<file path="config.mk">
export PLATFORM = sky130hd
export DESIGN_NAME = fractal_sync_rsp
export DESIGN_NICKNAME = d
export VERILOG_FILES = /design/src/rtl/fractal_sync_pkg.sv /design/src/rtl/fractal_sync_rsp_port.sv /design/src/rtl/fractal_sync_rsp.sv
export SDC_FILE = /design/constraint.sdc
export NUM_CORES = 1
export LEC_CHECK = 0
export BUFFER_PORTS_ARGS = -buffer_cell sky130_fd_sc_hd__buf_2
export CORE_UTILIZATION = 40
export DETAILED_ROUTE_END_ITERATION = 10
export HOLD_SLACK_MARGIN = 0.12
export PLACE_DENSITY = 0.59
export SKIP_LAST_GASP = 1
export SYNTH_ARGS = -nofsm -noshare
export SYNTH_HDL_FRONTEND = slang
export SYNTH_SLANG_ARGS = --single-unit
</file>
<file path="constraint.sdc">
create_clock -name clk_i -period 1.7 [get_ports clk_i]
set_input_delay 0.17 -clock clk_i [delete_from_list [all_inputs] [get_ports clk_i]]
set_output_delay 0.17 -clock clk_i [all_outputs]
set_load 0.03 [all_outputs]
</file>
<file path="src/rtl/fractal_sync_pkg.sv">
// -----------------------------------------------------------------------------
// fractal_sync_pkg
// Shared types for the fractal synchronization responder.
//   port_state_e : per-child FSM state (IDLE / PEND / RESP)
//   rsp_type_e   : kind of response held towards a child (WAKE / ERROR)
//   rsp_bits()   : maps a response kind onto the {wake, error} output pair
// -----------------------------------------------------------------------------
package fractal_sync_pkg;

   typedef enum logic [1:0] {
      ST_IDLE = 2'd0,
      ST_PEND = 2'd1,
      ST_RESP = 2'd2
   } port_state_e;

   typedef enum logic {
      RSP_WAKE  = 1'b0,
      RSP_ERROR = 1'b1
   } rsp_type_e;

   // Returns {wake, error}; exactly one bit is set for any legal response.
   function automatic logic [1:0] rsp_bits(input rsp_type_e rsp);
      logic [1:0] bits;
      case (rsp)
         RSP_WAKE:  bits = 2'b10;
         RSP_ERROR: bits = 2'b01;
         default:   bits = 2'b00;
      endcase
      return bits;
   endfunction

endpackage

</file>
<file path="src/rtl/fractal_sync_rsp_port.sv">
// -----------------------------------------------------------------------------
// fractal_sync_rsp_port
// One child link of the responder: FSM, level latch and optional timeout.
// Optional feature macro: FRACTAL_SYNC_RSP_TIMEOUT_EN (pending-cycle timeout).
// Ports:
//   clk_i, rst_ni  : clock, synchronous active-low reset
//   sync_i         : sync request pulse from the child
//   level_i        : requested level, valid with sync_i
//   ack_i          : child acknowledges the held response
//   match_i        : both links pending on the same level (from the top)
//   pend_o         : this link is waiting for its partner
//   level_o        : level latched when the request was accepted
//   wake_o/error_o : registered responses, held until ack_i
// -----------------------------------------------------------------------------
module fractal_sync_rsp_port
   import fractal_sync_pkg::*;
#(
   parameter int LVL_WIDTH = 2,
   parameter int NODE_LVL  = 0,
   parameter int TIMEOUT   = 1024
) (
   input  logic                 clk_i,
   input  logic                 rst_ni,
   input  logic                 sync_i,
   input  logic [LVL_WIDTH-1:0] level_i,
   input  logic                 ack_i,
   input  logic                 match_i,
   output logic                 pend_o,
   output logic [LVL_WIDTH-1:0] level_o,
   output logic                 wake_o,
   output logic                 error_o
);

   localparam logic [LVL_WIDTH-1:0] NODE_LVL_C = LVL_WIDTH'(NODE_LVL);

   // Reject configurations that cannot work at elaboration time.
   if (TIMEOUT < 1) begin : g_bad_timeout
      $error("fractal_sync_rsp_port: TIMEOUT must be at least 1");
   end
   if (NODE_LVL >= (1 << LVL_WIDTH)) begin : g_bad_node_lvl
      $error("fractal_sync_rsp_port: NODE_LVL does not fit in LVL_WIDTH");
   end

   port_state_e          state_r;
   logic [LVL_WIDTH-1:0] lvl_r;
   logic                 wake_r;
   logic                 error_r;
   logic                 expired_s;

`ifdef FRACTAL_SYNC_RSP_TIMEOUT_EN
   localparam int             CNT_W   = $clog2(TIMEOUT + 1);
   localparam logic [CNT_W-1:0] CNT_MAX = CNT_W'(TIMEOUT);

   logic [CNT_W-1:0] cnt_r;

   assign expired_s = (cnt_r == CNT_MAX);

   // Pending-cycle counter: held at zero outside PEND so it starts from zero
   // on every entry, saturates at the limit (the FSM leaves PEND then).
   always_ff @(posedge clk_i) begin
      if (!rst_ni) begin
         cnt_r <= {CNT_W{1'b0}};
      end else if (state_r != ST_PEND) begin
         cnt_r <= {CNT_W{1'b0}};
      end else if (!expired_s) begin
         cnt_r <= cnt_r + {{(CNT_W-1){1'b0}}, 1'b1};
      end else begin
         cnt_r <= cnt_r;
      end
   end
`else
   // Without the timeout a pending link waits for its partner indefinitely.
   assign expired_s = 1'b0;
`endif

   // Link FSM with registered wake/error outputs.
   always_ff @(posedge clk_i) begin
      if (!rst_ni) begin
         state_r           <= ST_IDLE;
         lvl_r             <= {LVL_WIDTH{1'b0}};
         {wake_r, error_r} <= 2'b00;
      end else begin
         case (state_r)
            ST_IDLE: begin
               if (sync_i) begin
                  if (level_i == NODE_LVL_C) begin
                     state_r <= ST_PEND;
                     lvl_r   <= level_i;
                  end else begin
                     state_r           <= ST_RESP;
                     {wake_r, error_r} <= rsp_bits(RSP_ERROR);
                  end
               end
            end
            ST_PEND: begin
               // A match in the expiry cycle takes priority over the timeout.
               if (match_i) begin
                  state_r           <= ST_RESP;
                  {wake_r, error_r} <= rsp_bits(RSP_WAKE);
               end else if (expired_s) begin
                  state_r           <= ST_RESP;
                  {wake_r, error_r} <= rsp_bits(RSP_ERROR);
               end
            end
            ST_RESP: begin
               if (ack_i) begin
                  state_r           <= ST_IDLE;
                  {wake_r, error_r} <= 2'b00;
               end
            end
            default: begin
               state_r           <= ST_IDLE;
               {wake_r, error_r} <= 2'b00;
            end
         endcase
      end
   end

   assign pend_o  = (state_r == ST_PEND);
   assign level_o = lvl_r;
   assign wake_o  = wake_r;
   assign error_o = error_r;

endmodule

</file>
<file path="src/rtl/fractal_sync_rsp.sv">
// -----------------------------------------------------------------------------
// fractal_sync_rsp
// Responder of the fractal synchronization protocol for one tree node. Two
// child links request sync on a level; when both wait on this node's level,
// both receive wake, otherwise the offending child receives error. Responses
// are held until the child acknowledges.
// Optional feature macro: FRACTAL_SYNC_RSP_TIMEOUT_EN (a link waiting more
// than TIMEOUT cycles for its partner is answered with error).
// Ports (bit i / slice i belongs to child i):
//   clk_i, rst_ni : clock, synchronous active-low reset
//   sync_i[1:0]   : sync request pulses
//   level_i       : {level child 1, level child 0}, LVL_WIDTH bits each
//   wake_o[1:0]   : wake grants, held until ack
//   error_o[1:0]  : error responses, held until ack
//   ack_i[1:0]    : acknowledges of the held responses
// -----------------------------------------------------------------------------
module fractal_sync_rsp
   import fractal_sync_pkg::*;
#(
   parameter int LVL_WIDTH = 2,
   parameter int NODE_LVL  = 0,
   parameter int TIMEOUT   = 1024
) (
   input  logic                   clk_i,
   input  logic                   rst_ni,
   input  logic [1:0]             sync_i,
   input  logic [2*LVL_WIDTH-1:0] level_i,
   output logic [1:0]             wake_o,
   output logic [1:0]             error_o,
   input  logic [1:0]             ack_i
);

   logic [1:0]           pend_s;
   logic [LVL_WIDTH-1:0] lvl0_s;
   logic [LVL_WIDTH-1:0] lvl1_s;
   logic                 match_s;

   // Both links waiting on the same latched level release each other.
   assign match_s = pend_s[0] & pend_s[1] & (lvl0_s == lvl1_s);

   fractal_sync_rsp_port #(
      .LVL_WIDTH (LVL_WIDTH),
      .NODE_LVL  (NODE_LVL),
      .TIMEOUT   (TIMEOUT)
   ) u_port0 (
      .clk_i   (clk_i),
      .rst_ni  (rst_ni),
      .sync_i  (sync_i[0]),
      .level_i (level_i[LVL_WIDTH-1:0]),
      .ack_i   (ack_i[0]),
      .match_i (match_s),
      .pend_o  (pend_s[0]),
      .level_o (lvl0_s),
      .wake_o  (wake_o[0]),
      .error_o (error_o[0])
   );

   fractal_sync_rsp_port #(
      .LVL_WIDTH (LVL_WIDTH),
      .NODE_LVL  (NODE_LVL),
      .TIMEOUT   (TIMEOUT)
   ) u_port1 (
      .clk_i   (clk_i),
      .rst_ni  (rst_ni),
      .sync_i  (sync_i[1]),
      .level_i (level_i[2*LVL_WIDTH-1:LVL_WIDTH]),
      .ack_i   (ack_i[1]),
      .match_i (match_s),
      .pend_o  (pend_s[1]),
      .level_o (lvl1_s),
      .wake_o  (wake_o[1]),
      .error_o (error_o[1])
   );

endmodule

</file>
==> flow_summary.json <==
{
  "vdd_ir_drop_max_mv": 0.448,
  "postCtsSetupRepairBufs": 0,
  "cellPowerDensity_nw_per_um2": 927,
  "drive_above_1_share": 0.304,
  "crit_family": "simple AND/OR/NAND/NOR gates",
  "htree_num_levels": 1,
  "hpwlAfterDp_um": 813,
  "grt_antenna_before_repair": 0,
  "finalCoreUtilization": 0.505,
  "worst_slack_ps": 368,
  "final_common_cell": "buf_2",
  "timing.critical_path.cells": "nand4bb_1 -> nor3_2 -> nor2_1 -> o221a_1",
  "drtIter0Drc": 17,
  "syn-cell-area_um2": 611,
  "grt_pass1_wl_mm": 1.68,
  "wirelength_mm": 1.03,
  "yosysUniqueCellTypes": 28,
  "viasPerCell": 5.04,
  "cp_max_fo": 8,
  "post-route-period-util": 0.783,
  "synthTopCellsByArea": "dfxtp_1, xor2_2, buf_4, nor2_1, inv_1",
  "syn2layout_area_growth_pct": 12.9,
  "first_pass_iters": 4,
  "ys_ff_latch": 12,
  "num-nets-final": 90,
  "synth-seq-area-share": 0.393,
  "chipWidth_um": 41.1,
  "syn_inst": 67,
  "leakagePower_nw": 0.288,
  "end_kind": "flop",
  "cp.arrival_ps": 1510,
  "row_count": 13,
  "fmaxAchievable_mhz": 751,
  "grt_overflow": 0,
  "synth_warnings": 0,
  "synth_nets": 77,
  "hold_buffers": 0,
  "final_antenna_net_count": 0,
  "period_needed_ps": 1330,
  "pre_cts_ws_ps": 355,
  "clockBufferDepth": 2,
  "cpPeakStageDelay_ps": 390,
  "clockRootBuffer": "clkbuf_4",
  "async_flop_share": 0,
  "setup-tns-final_ps": 0,
  "io-pin-count": 14,
  "diodes": 0,
  "worstHoldStart": "rst_ni",
  "criticalPathCategory": "flop to flop",
  "r2r_start": "u_port0.state_r[1]",
  "synth.top_cell.area_share": 0.393,
  "slew_headroom": 0.727,
  "outcome": "finished clean",
  "required_ps": 1870,
  "slowest_stage": "dfxtp_1",
  "drc_errors": 0,
  "yosysTopAreaCell": "dfxtp_1",
  "finalHoldViolations": 0,
  "drv_slew": 0,
  "finClkSkew_ps": 7.82,
  "portBuffers": 13,
  "clock_latency_ps": 270,
  "rsz0062_at_grt": "no",
  "critPathBufInv": 0,
  "r2r_end": "u_port0.error_o",
  "cts_sinks": 12,
  "cts_tree": "built",
  "synth_edf_count": 0,
  "holdCritPathClass": "input port to flop",
  "setup.worst_path.start_class": "flop",
  "grt_pass1_vias": 421,
  "setup_violations": 0,
  "tightest_slew_ps": 407,
  "gr-usage-all-layers": 0.161,
  "drv_cap": 0,
  "die_y_um": 41.1,
  "cts_buffers": 3,
  "synth_ff_type": "dfxtp_1",
  "avgSynthCellArea_um2": 9.11,
  "layout_common_cells": "buf_2, dfxtp_1, nor2_1",
  "initial_core_util": 0.447,
  "wl_per_cell_um": 10.9,
  "hold_depth": 3,
  "r2r_cells": 4,
  "grt_max_degree": 9,
  "die-area_um2": 1690,
  "place_congestion": 0.706,
  "core_area_um2": 1370,
  "path_clk_slew_ps": 80,
  "cts_resized": 0,
  "vias": 474,
  "min_to": "u_port0.wake_o",
  "reg2reg_slack_ps": 370
}
==> stage by stage <==
| step | total power, mW | area [um^2] | cells | hold slack, ps |
|---|---|---|---|---|
| after floorplan | 0.400 | 611 | 67 | 294 |
| after global placement | 0.422 | 653 | 90 | 451 |
| after detailed placement | 0.421 | 653 | 90 | 455 |
| after CTS | 0.650 | 689 | 94 | 180 |
| after global routing | 0.679 | 689 | 94 | 188 |
| final | 0.639 | 689 | 94 | 186 |
==> worst register-to-register path, cell delays in order, from the launching register on <==
cell       delay [ps]
dfxtp_1           390
nand4bb_1         220
nor3_2            340
nor2_1             80
o221a_1           210
==> kinds of logic after synthesis <==
logic type             synth area share
multiplexers                     0.0164
flip-flops                        0.393
AO/OA/AOI/OAI                     0.232
XOR/XNOR                         0.0533
buffers and inverters             0.105
AND/OR/NAND/NOR                   0.201
==> worst max-delay path by stage <==
| stage | startpoint | end | slack, ps | depth (start not counted) |
|---|---|---|---|---|
| global placement | u_port0.state_r[1] | u_port0.error_o | 370 | 4 |
| CTS | u_port1.state_r[0] | u_port0.error_o | 360 | 4 |
| detailed placement | u_port1.state_r[0] | u_port0.error_o | 350 | 4 |
| global route | u_port1.state_r[0] | u_port0.error_o | 250 | 4 |
| floorplan | u_port0.state_r[1] | u_port0.error_o | 470 | 5 |
| finish | u_port0.state_r[1] | u_port0.error_o | 370 | 4 |
==> registers in the layout (all words and copies together) (netlist names) <==
name and cells:
u_port1.level_o 2, u_port0.state_r 2, u_port1.error_o 1, u_port1.state_r 2
u_port1.wake_o 1, u_port0.level_o 2, u_port0.wake_o 1, u_port0.error_o 1
==> layer usage <==
layer / vias to the layer above / GRT usage / routed length, um
met1: 200 / 0.193 / 525
met4: 0 / 0.0500 / 10
met3: 2 / 0.0978 / 69
li1: 258 / - / -
met2: 14 / 0.234 / 424
met5: - / 0 / 0
==> power by group <==
group	leakage, nW	switching [mW]	total (mW)	internal, mW
Clock	0.0210	0.0954	0.226	0.130
Combinational	0.170	0.0586	0.102	0.0430
Sequential	0.0978	0.0158	0.312	0.296
Total	0.288	0.170	0.639	0.469
==> cell usage after synthesis (2+ instances only) <==
library cell,number
buf_4,4
o21ai_0,4
nor2b_1,2
o311a_1,2
dfxtp_1,12
nor2_1,8
nand2_1,4
xor2_2,2
inv_1,6
a21oi_1,4
nor3_1,2
==> final cells by class <==
type / count / area [um^2]
inverter: 6 / 22.5
sequential: 12 / 240
timing repair buffer: 13 / 65.1
clock buffer: 4 / 36.3
tap: 15 / 18.8
fill: 145 / 677
multi-input combinational: 44 / 307
Power figures use the tool's default switching activity.
